**config.mk**
```make
export PLATFORM = sky130hd
export DESIGN_NAME = data_mem_responder
export DESIGN_NICKNAME = d
export VERILOG_FILES = /design/src/rtl/mem_pkg.sv /design/src/rtl/mem_align.sv /design/src/rtl/data_mem_responder.sv
export SDC_FILE = /design/constraint.sdc
export NUM_CORES = 2
export LEC_CHECK = 0
export CORE_AREA = 2 2 392 394
export CTS_CLUSTER_DIAMETER = 50
export DETAILED_ROUTE_END_ITERATION = 8
export DIE_AREA = 0 0 394 396
export PLACE_DENSITY = 0.73
export SLEW_MARGIN = 20
export SYNTH_ARGS = -nofsm -noshare
export SYNTH_HDL_FRONTEND = slang
export SYNTH_SLANG_ARGS = --single-unit
```
**constraint.sdc**
```tcl
create_clock -name clk -period 4.69 [get_ports clk]
set_input_delay 0.938 -clock clk [delete_from_list [all_inputs] [get_ports clk]]
set_output_delay 0.938 -clock clk [all_outputs]
set_load 0.01 [all_outputs]
```
**src/rtl/mem_pkg.sv**
```systemverilog
// mem_pkg: shared funct3 encodings, FSM states and default sizing for the data memory responder
package mem_pkg;
  localparam int DEF_DEPTH_WORDS = 64;
  localparam int DEF_WAIT_CYCLES = 2;
  localparam logic [2:0] F3_LB  = 3'b000;
  localparam logic [2:0] F3_LH  = 3'b001;
  localparam logic [2:0] F3_LW  = 3'b010;
  localparam logic [2:0] F3_LBU = 3'b100;
  localparam logic [2:0] F3_LHU = 3'b101;
  localparam logic [2:0] F3_SB  = 3'b000;
  localparam logic [2:0] F3_SH  = 3'b001;
  localparam logic [2:0] F3_SW  = 3'b010;
  typedef enum logic [1:0] {IDLE, WAIT, RESP} state_t;
endpackage

```
**src/rtl/mem_align.sv**
```systemverilog
// mem_align: byte enables, store lane shift, load extraction/extension and fault detection
module mem_align
  import mem_pkg::*;
(
  input  logic        wr,
  input  logic [1:0]  a,
  input  logic [2:0]  funct3,
  input  logic [31:0] wdata,
  input  logic [31:0] rword,
  output logic [3:0]  be,
  output logic [31:0] wshift,
  output logic [31:0] rdata,
  output logic        fault
);
  logic [31:0] s;
  always_comb begin
    fault = (funct3[1:0] == 2'b01 && a[0]) || (funct3[1:0] == 2'b10 && a != 2'b00) ||
            funct3 == 3'b011 || funct3[2:1] == 2'b11 || (wr && funct3[2]);
    be = (fault || !wr) ? 4'b0000 :
         funct3[1:0] == 2'b00 ? 4'b0001 << a :
         funct3[1:0] == 2'b01 ? 4'b0011 << a : 4'b1111;
    wshift = wdata << {a, 3'b000};
    s = rword >> {a, 3'b000};
    rdata = fault            ? 32'h0 :
            funct3 == F3_LB  ? {{24{s[7]}}, s[7:0]} :
            funct3 == F3_LBU ? {24'h0, s[7:0]} :
            funct3 == F3_LH  ? {{16{s[15]}}, s[15:0]} :
            funct3 == F3_LHU ? {16'h0, s[15:0]} : s;
  end
endmodule

```
**src/rtl/data_mem_responder.sv**
```systemverilog
// data_mem_responder: word-array data memory with a fixed-latency IDLE/WAIT/RESP handshake
module data_mem_responder
  import mem_pkg::*;
#(
  parameter int DEPTH_WORDS = DEF_DEPTH_WORDS,
  parameter int WAIT_CYCLES = DEF_WAIT_CYCLES
) (
  input  logic        clk,
  input  logic        reset,
  input  logic        mem_read,
  input  logic        mem_write,
  input  logic [31:0] addr,
  input  logic [2:0]  funct3,
  input  logic [31:0] write_data,
  output logic [31:0] read_data,
  output logic        ready,
  output logic        busy,
  output logic        error
);
  localparam int AW = $clog2(DEPTH_WORDS);
  state_t state, nxt;
  logic [3:0] cnt;
  logic op_wr;
  logic [AW+1:0] a_q;
  logic [2:0] f3_q;
  logic [31:0] wd_q;
  logic [31:0] mem [DEPTH_WORDS];
  logic [3:0] be;
  logic [31:0] wshift, rdata;
  logic fault, req;
  assign req = mem_read || mem_write;
  always_comb begin
    nxt = state;
    if (state == IDLE && req) nxt = (WAIT_CYCLES == 0) ? RESP : WAIT;
    else if (state == WAIT && cnt <= 4'd1) nxt = RESP;
    else if (state == RESP) nxt = IDLE;
  end
  always_ff @(posedge clk or posedge reset) begin
    if (reset) begin
      state <= IDLE;
      cnt <= 4'd0;
    end else begin
      state <= nxt;
      if (state == IDLE && req) cnt <= 4'(WAIT_CYCLES);
      else if (state == WAIT) cnt <= cnt - 4'd1;
    end
  end
  // a simultaneous read and write is taken as a store
  always_ff @(posedge clk) begin
    if (state == IDLE && req) begin
      op_wr <= mem_write;
      a_q <= addr[AW+1:0];
      f3_q <= funct3;
      wd_q <= write_data;
    end
  end
  always_ff @(posedge clk) begin
    if (state == RESP)
      for (int i = 0; i < 4; i++)
        if (be[i]) mem[a_q[AW+1:2]][8*i +: 8] <= wshift[8*i +: 8];
  end
  mem_align u_align (
    .wr(op_wr),
    .a(a_q[1:0]),
    .funct3(f3_q),
    .wdata(wd_q),
    .rword(mem[a_q[AW+1:2]]),
    .be(be),
    .wshift(wshift),
    .rdata(rdata),
    .fault(fault)
  );
  assign ready = state == RESP;
  assign busy = state != IDLE;
  assign error = ready && fault;
  assign read_data = (ready && !op_wr) ? rdata : 32'h0;
endmodule

```
==> run summary <==
The flow ran to the end, but the final reports show violations. The final reports fail on design-rule violations, negative setup slack. The number of CTS-inserted buffers is 203. The register area share after synthesis is 76.03%. Of all flip-flops after synthesis, the portion carrying an async set or reset was 0.2852%. Power spread over the standard cell area amounts to 611.8 nW/um^2. Relative to the synthesized area, the layout overhead comes to 17.68%. Entering global routing, the biggest net connects 65 pins.

The count of buffers added on input and output ports is 81. For this run, the total global-route usage over all layers was measured as 29.61%. The filler-free cell count of the finished design came out at 6605. The sort of element at the start of the critical path is a register. The required arrival time at the worst endpoint is 3750 ps. The max-slew violation count came out at 0. Data on the critical path arrives at its endpoint at 4330 ps. The post-layout worst setup margin is -580.0 ps. The worst-case register-to-register setup slack came out at 1000 ps. The routed via count came out at 43925. In this run the deepest clock path goes through 3 buffers. The later pin in the worst-skew pair is clocked with a latency of 870 ps. The worst slew slack as a fraction of its limit is 22.43%. The worst setup timing slack at the placement stage is -372.0 ps. The count of yosys warnings during synthesis came out at 0. Buffers inserted to repair hold after CTS numbered 0.

The final number of setup-violating endpoints came out at 32. At the pin with the least slew margin, the transition time is 1161 ps. The top cell type's share of synthesized area came out at 75.71%. The worst vdd rail ir drop came out at 0.0004543 V. The mean area per synthesized cell came out at 21.49 sq um. Setup repair after global routing could not meet its margin everywhere.

The overall die area is 156000 sq um. The final core area utilization came out at 64.43%. The routed wire length is 230.1 mm. The final hold violation count came to 0. The cell area after synthesis is 82980 sq um. After synthesis, the netlist uses 77 different library cells. The initial antenna violation count is 15.

The total clock sinks is 2104. Summed over all cells, the static leakage comes to 0.03126 uW. The floorplan die height is 396 um. The worst clock skew is 61.96 ps. The width of the chip came out at 394 um.

The floorplan has 143 rows. The flip-flop cell with the highest count after synthesis is sky130_fd_sc_hd__edfxtp_1. At the end of the flow, the number of nets in the layout was 4465. The combined buffer and inverter count along the critical path is 4.

The root buffer selected by CTS is sky130_fd_sc_hd__clkbuf_16. The average wire per cell in the routed design is 34.84 um. The HPWL after detailed placement is 142.5 mm. The core region is 151500 sq um. The number of register bits inferred by synthesis came out at 2104. The top-level I/O count is 106.

The critical path goes through buf_12 > mux4_1 > mux4_2 > or3_4 > o2111ai_4 > o41ai_4 > a221o_1 > or3b_4 > buf_8 > o311ai_2 > buf_4 > buf_6. The number of fill cells in the layout is 9494. The first TritonRoute pass finished after 9 iterations. The peak clock frequency supported by timing came out at 189.8 MHz. The final cycle utilization of the critical path came out at 112.4%.

The clock period minus final worst setup slack came out at 5270 ps. The global-route wire length before repair is 322.9 mm. The cell taking the most area after synthesis is sky130_fd_sc_hd__edfxtp_1. The post-route antenna net violation count came out at 0. TritonCTS built the clock tree. The kind of path behind the tightest hold check is input port to asynchronous set/reset pin.

The number of synthesized flops with an enable pin came out at 2092. The cell count after synthesis came out at 3861. For this configuration, the core starts out at a cell density of 54.75%.

In the post-synthesis netlist, the biggest area contributors are sky130_fd_sc_hd__edfxtp_1 76%, sky130_fd_sc_hd__mux4_2 15%, sky130_fd_sc_hd__nor2_1 1.4%, sky130_fd_sc_hd__mux2i_1 1.1%, sky130_fd_sc_hd__nand2_1 0.72%. STA classifies the critical path endpoint as an output port. In the routed layout, each cell is associated on average with a via count of 6.650. The final estimated routing congestion in global placement is 0.9388. Cells with a size suffix above 1 make up 33.61% of the layout. The number of maximum-capacitance constraint violations came out at 0. In the routed design, unresolved DRC markers number 289. The worst setup path is of the register to output port kind. The final global-route overflow total came out at 0. The detailed router finished its first iteration with 7391 violations.

Among cell families on the critical path, the largest total delay comes from multiplexers. The via count of the first global-routing pass was 43358. The stage delay of the slowest cell on the critical path is 570 ps. The maximum net fanout on the critical path came out at 6. The placed cell count came out at 6081. The H-tree depth reported by CTS came out at 4.

The number of nets in the synthesized netlist is 3938. After clock tree synthesis, the clock-pin slew on the worst setup and hold paths is 70 ps. The slowest stage of the critical path belongs to the cell sky130_fd_sc_hd__mux4_1.
-- worst reg2reg max path: stages (launching register included) --
cell and delay [ps]:
sky130_fd_sc_hd__edfxtp_1 510, sky130_fd_sc_hd__nor3b_1 870, sky130_fd_sc_hd__nand2_1 870, sky130_fd_sc_hd__nor2_1 1060
-- power breakdown --
part	leakage, uW	internal [uW]	switching, uW
combinational	0.00888	9340	11300
sequential	0.0191	22300	180
clock	0.00329	9370	7240
-- cells in the final DEF (no fill, tap or decap), types with 42 or more instances in the layout --
cell and instances:
sky130_fd_sc_hd__edfxtp_1 2092, sky130_fd_sc_hd__mux4_2 566, sky130_fd_sc_hd__buf_4 329, sky130_fd_sc_hd__nor2_1 296, sky130_fd_sc_hd__clkbuf_16 207, sky130_fd_sc_hd__nand2_1 157
sky130_fd_sc_hd__mux2i_1 83, sky130_fd_sc_hd__buf_12 65, sky130_fd_sc_hd__clkdlybuf4s50_1 49, sky130_fd_sc_hd__buf_6 48, sky130_fd_sc_hd__clkinv_1 43, sky130_fd_sc_hd__clkbuf_1 42
-- path summary, 6_finish.rpt --
kind,start,endpoint,depth (start not counted)
max in group asynchronous,reset,cnt[0],2
hold / removal,reset,cnt[1],2
hold reg to reg,cnt[3],cnt[3],1
setup reg to reg,a_q[4],mem[34][3],3
min in group clk,cnt[3],cnt[3],1
setup / recovery,register,read_data[8],12
-- per-stage QoR --
stage	hold slack, ps	total power [uW]	TNS [ps]	cell area [sq um]
global route	340.7	61020	-16820	97620
finish	319.3	59740	-15440	97650
CTS	288.6	58900	-13710	97090
detailed placement	521.6	40540	-7163	88440
floorplan	481.1	33080	0	82980
global placement	501.3	40190	-8317	88350
-- kinds of logic (layout without fill, tap and decap cells) --
logic type	count (synthesis)	after routing	share of synthesized area [%]
multiplexers	677	677	16.94
AND/OR/NAND/NOR	589	589	3.035
buffers and inverters	242	942	1.828
adder cells (fa/ha/maj)	6	6	0.09047
other	0	14	0
AO/OA/AOI/OAI	243	243	2.076
flip-flops	2104	2104	76.03
-- synth_stat cells (6+ instances only) --
cell type and n:
sky130_fd_sc_hd__mux2i_1 91, sky130_fd_sc_hd__buf_6 31, sky130_fd_sc_hd__buf_2 49, sky130_fd_sc_hd__clkbuf_1 76, sky130_fd_sc_hd__nor3_1 12, sky130_fd_sc_hd__nand2_1 159
sky130_fd_sc_hd__mux2_2 10, sky130_fd_sc_hd__buf_4 53, sky130_fd_sc_hd__o21ai_2 10, sky130_fd_sc_hd__buf_1 11, sky130_fd_sc_hd__dfrtp_1 6, sky130_fd_sc_hd__nor2b_1 21
sky130_fd_sc_hd__dfxtp_1 6, sky130_fd_sc_hd__and2_1 12, sky130_fd_sc_hd__ha_1 6, sky130_fd_sc_hd__o21ai_1 21, sky130_fd_sc_hd__a21oi_1 43, sky130_fd_sc_hd__a221o_1 7
sky130_fd_sc_hd__inv_1 8, sky130_fd_sc_hd__o211ai_1 6, sky130_fd_sc_hd__edfxtp_1 2092, sky130_fd_sc_hd__o22ai_1 12, sky130_fd_sc_hd__nor3b_1 8, sky130_fd_sc_hd__a22o_1 6
sky130_fd_sc_hd__nand2b_1 11, sky130_fd_sc_hd__mux4_1 15, sky130_fd_sc_hd__a221oi_1 16, sky130_fd_sc_hd__nor2_1 310, sky130_fd_sc_hd__o21ai_0 25, sky130_fd_sc_hd__a22oi_1 34
sky130_fd_sc_hd__a211oi_1 20, sky130_fd_sc_hd__mux4_2 561, sky130_fd_sc_hd__nand3_1 18, sky130_fd_sc_hd__and3_1 8
-- sequential cells by signal (all words and copies together), names as in the netlist, named ones only --
register and flops:
mem 2048, wd_q 32, a_q 8, cnt 4, f3_q 3, state 2, op_wr 1
-- layout make-up --
cell class / count / area [sq um] / area share (%)
timing repair buffer: 553 / 5913 / 6.056
inverter: 11 / 47.55 / 0.04869
tap: 2030 / 2540 / 2.601
clock inverter: 130 / 1456 / 1.491
sequential: 2104 / 63110 / 64.63
multi-input combinational: 1515 / 19240 / 19.70
clock buffer: 248 / 5313 / 5.441
antenna: 14 / 35.03 / 0.03588
-- per-layer routing --
layer	track usage, %	share of wire [%]	wire length [um]	vias up
li1	-	-	-	17189
met1	39.78	35	80270	22758
met5	0.5542	0.090	207	-
met4	14.23	5.8	13320	18
met3	9.194	14	31360	643
met2	44.58	46	105000	3317
-- timing repair --
item | in CTS | in global routing
endpoints found under the hold margin | 0 | 0
cloned | 11 | 1
resized for setup | 327 | 39
buffers inserted | 97 | 35
pin swaps | 45 | 15
setup endpoints to repair | 32 | 32
Power figures use the tool's default switching activity.
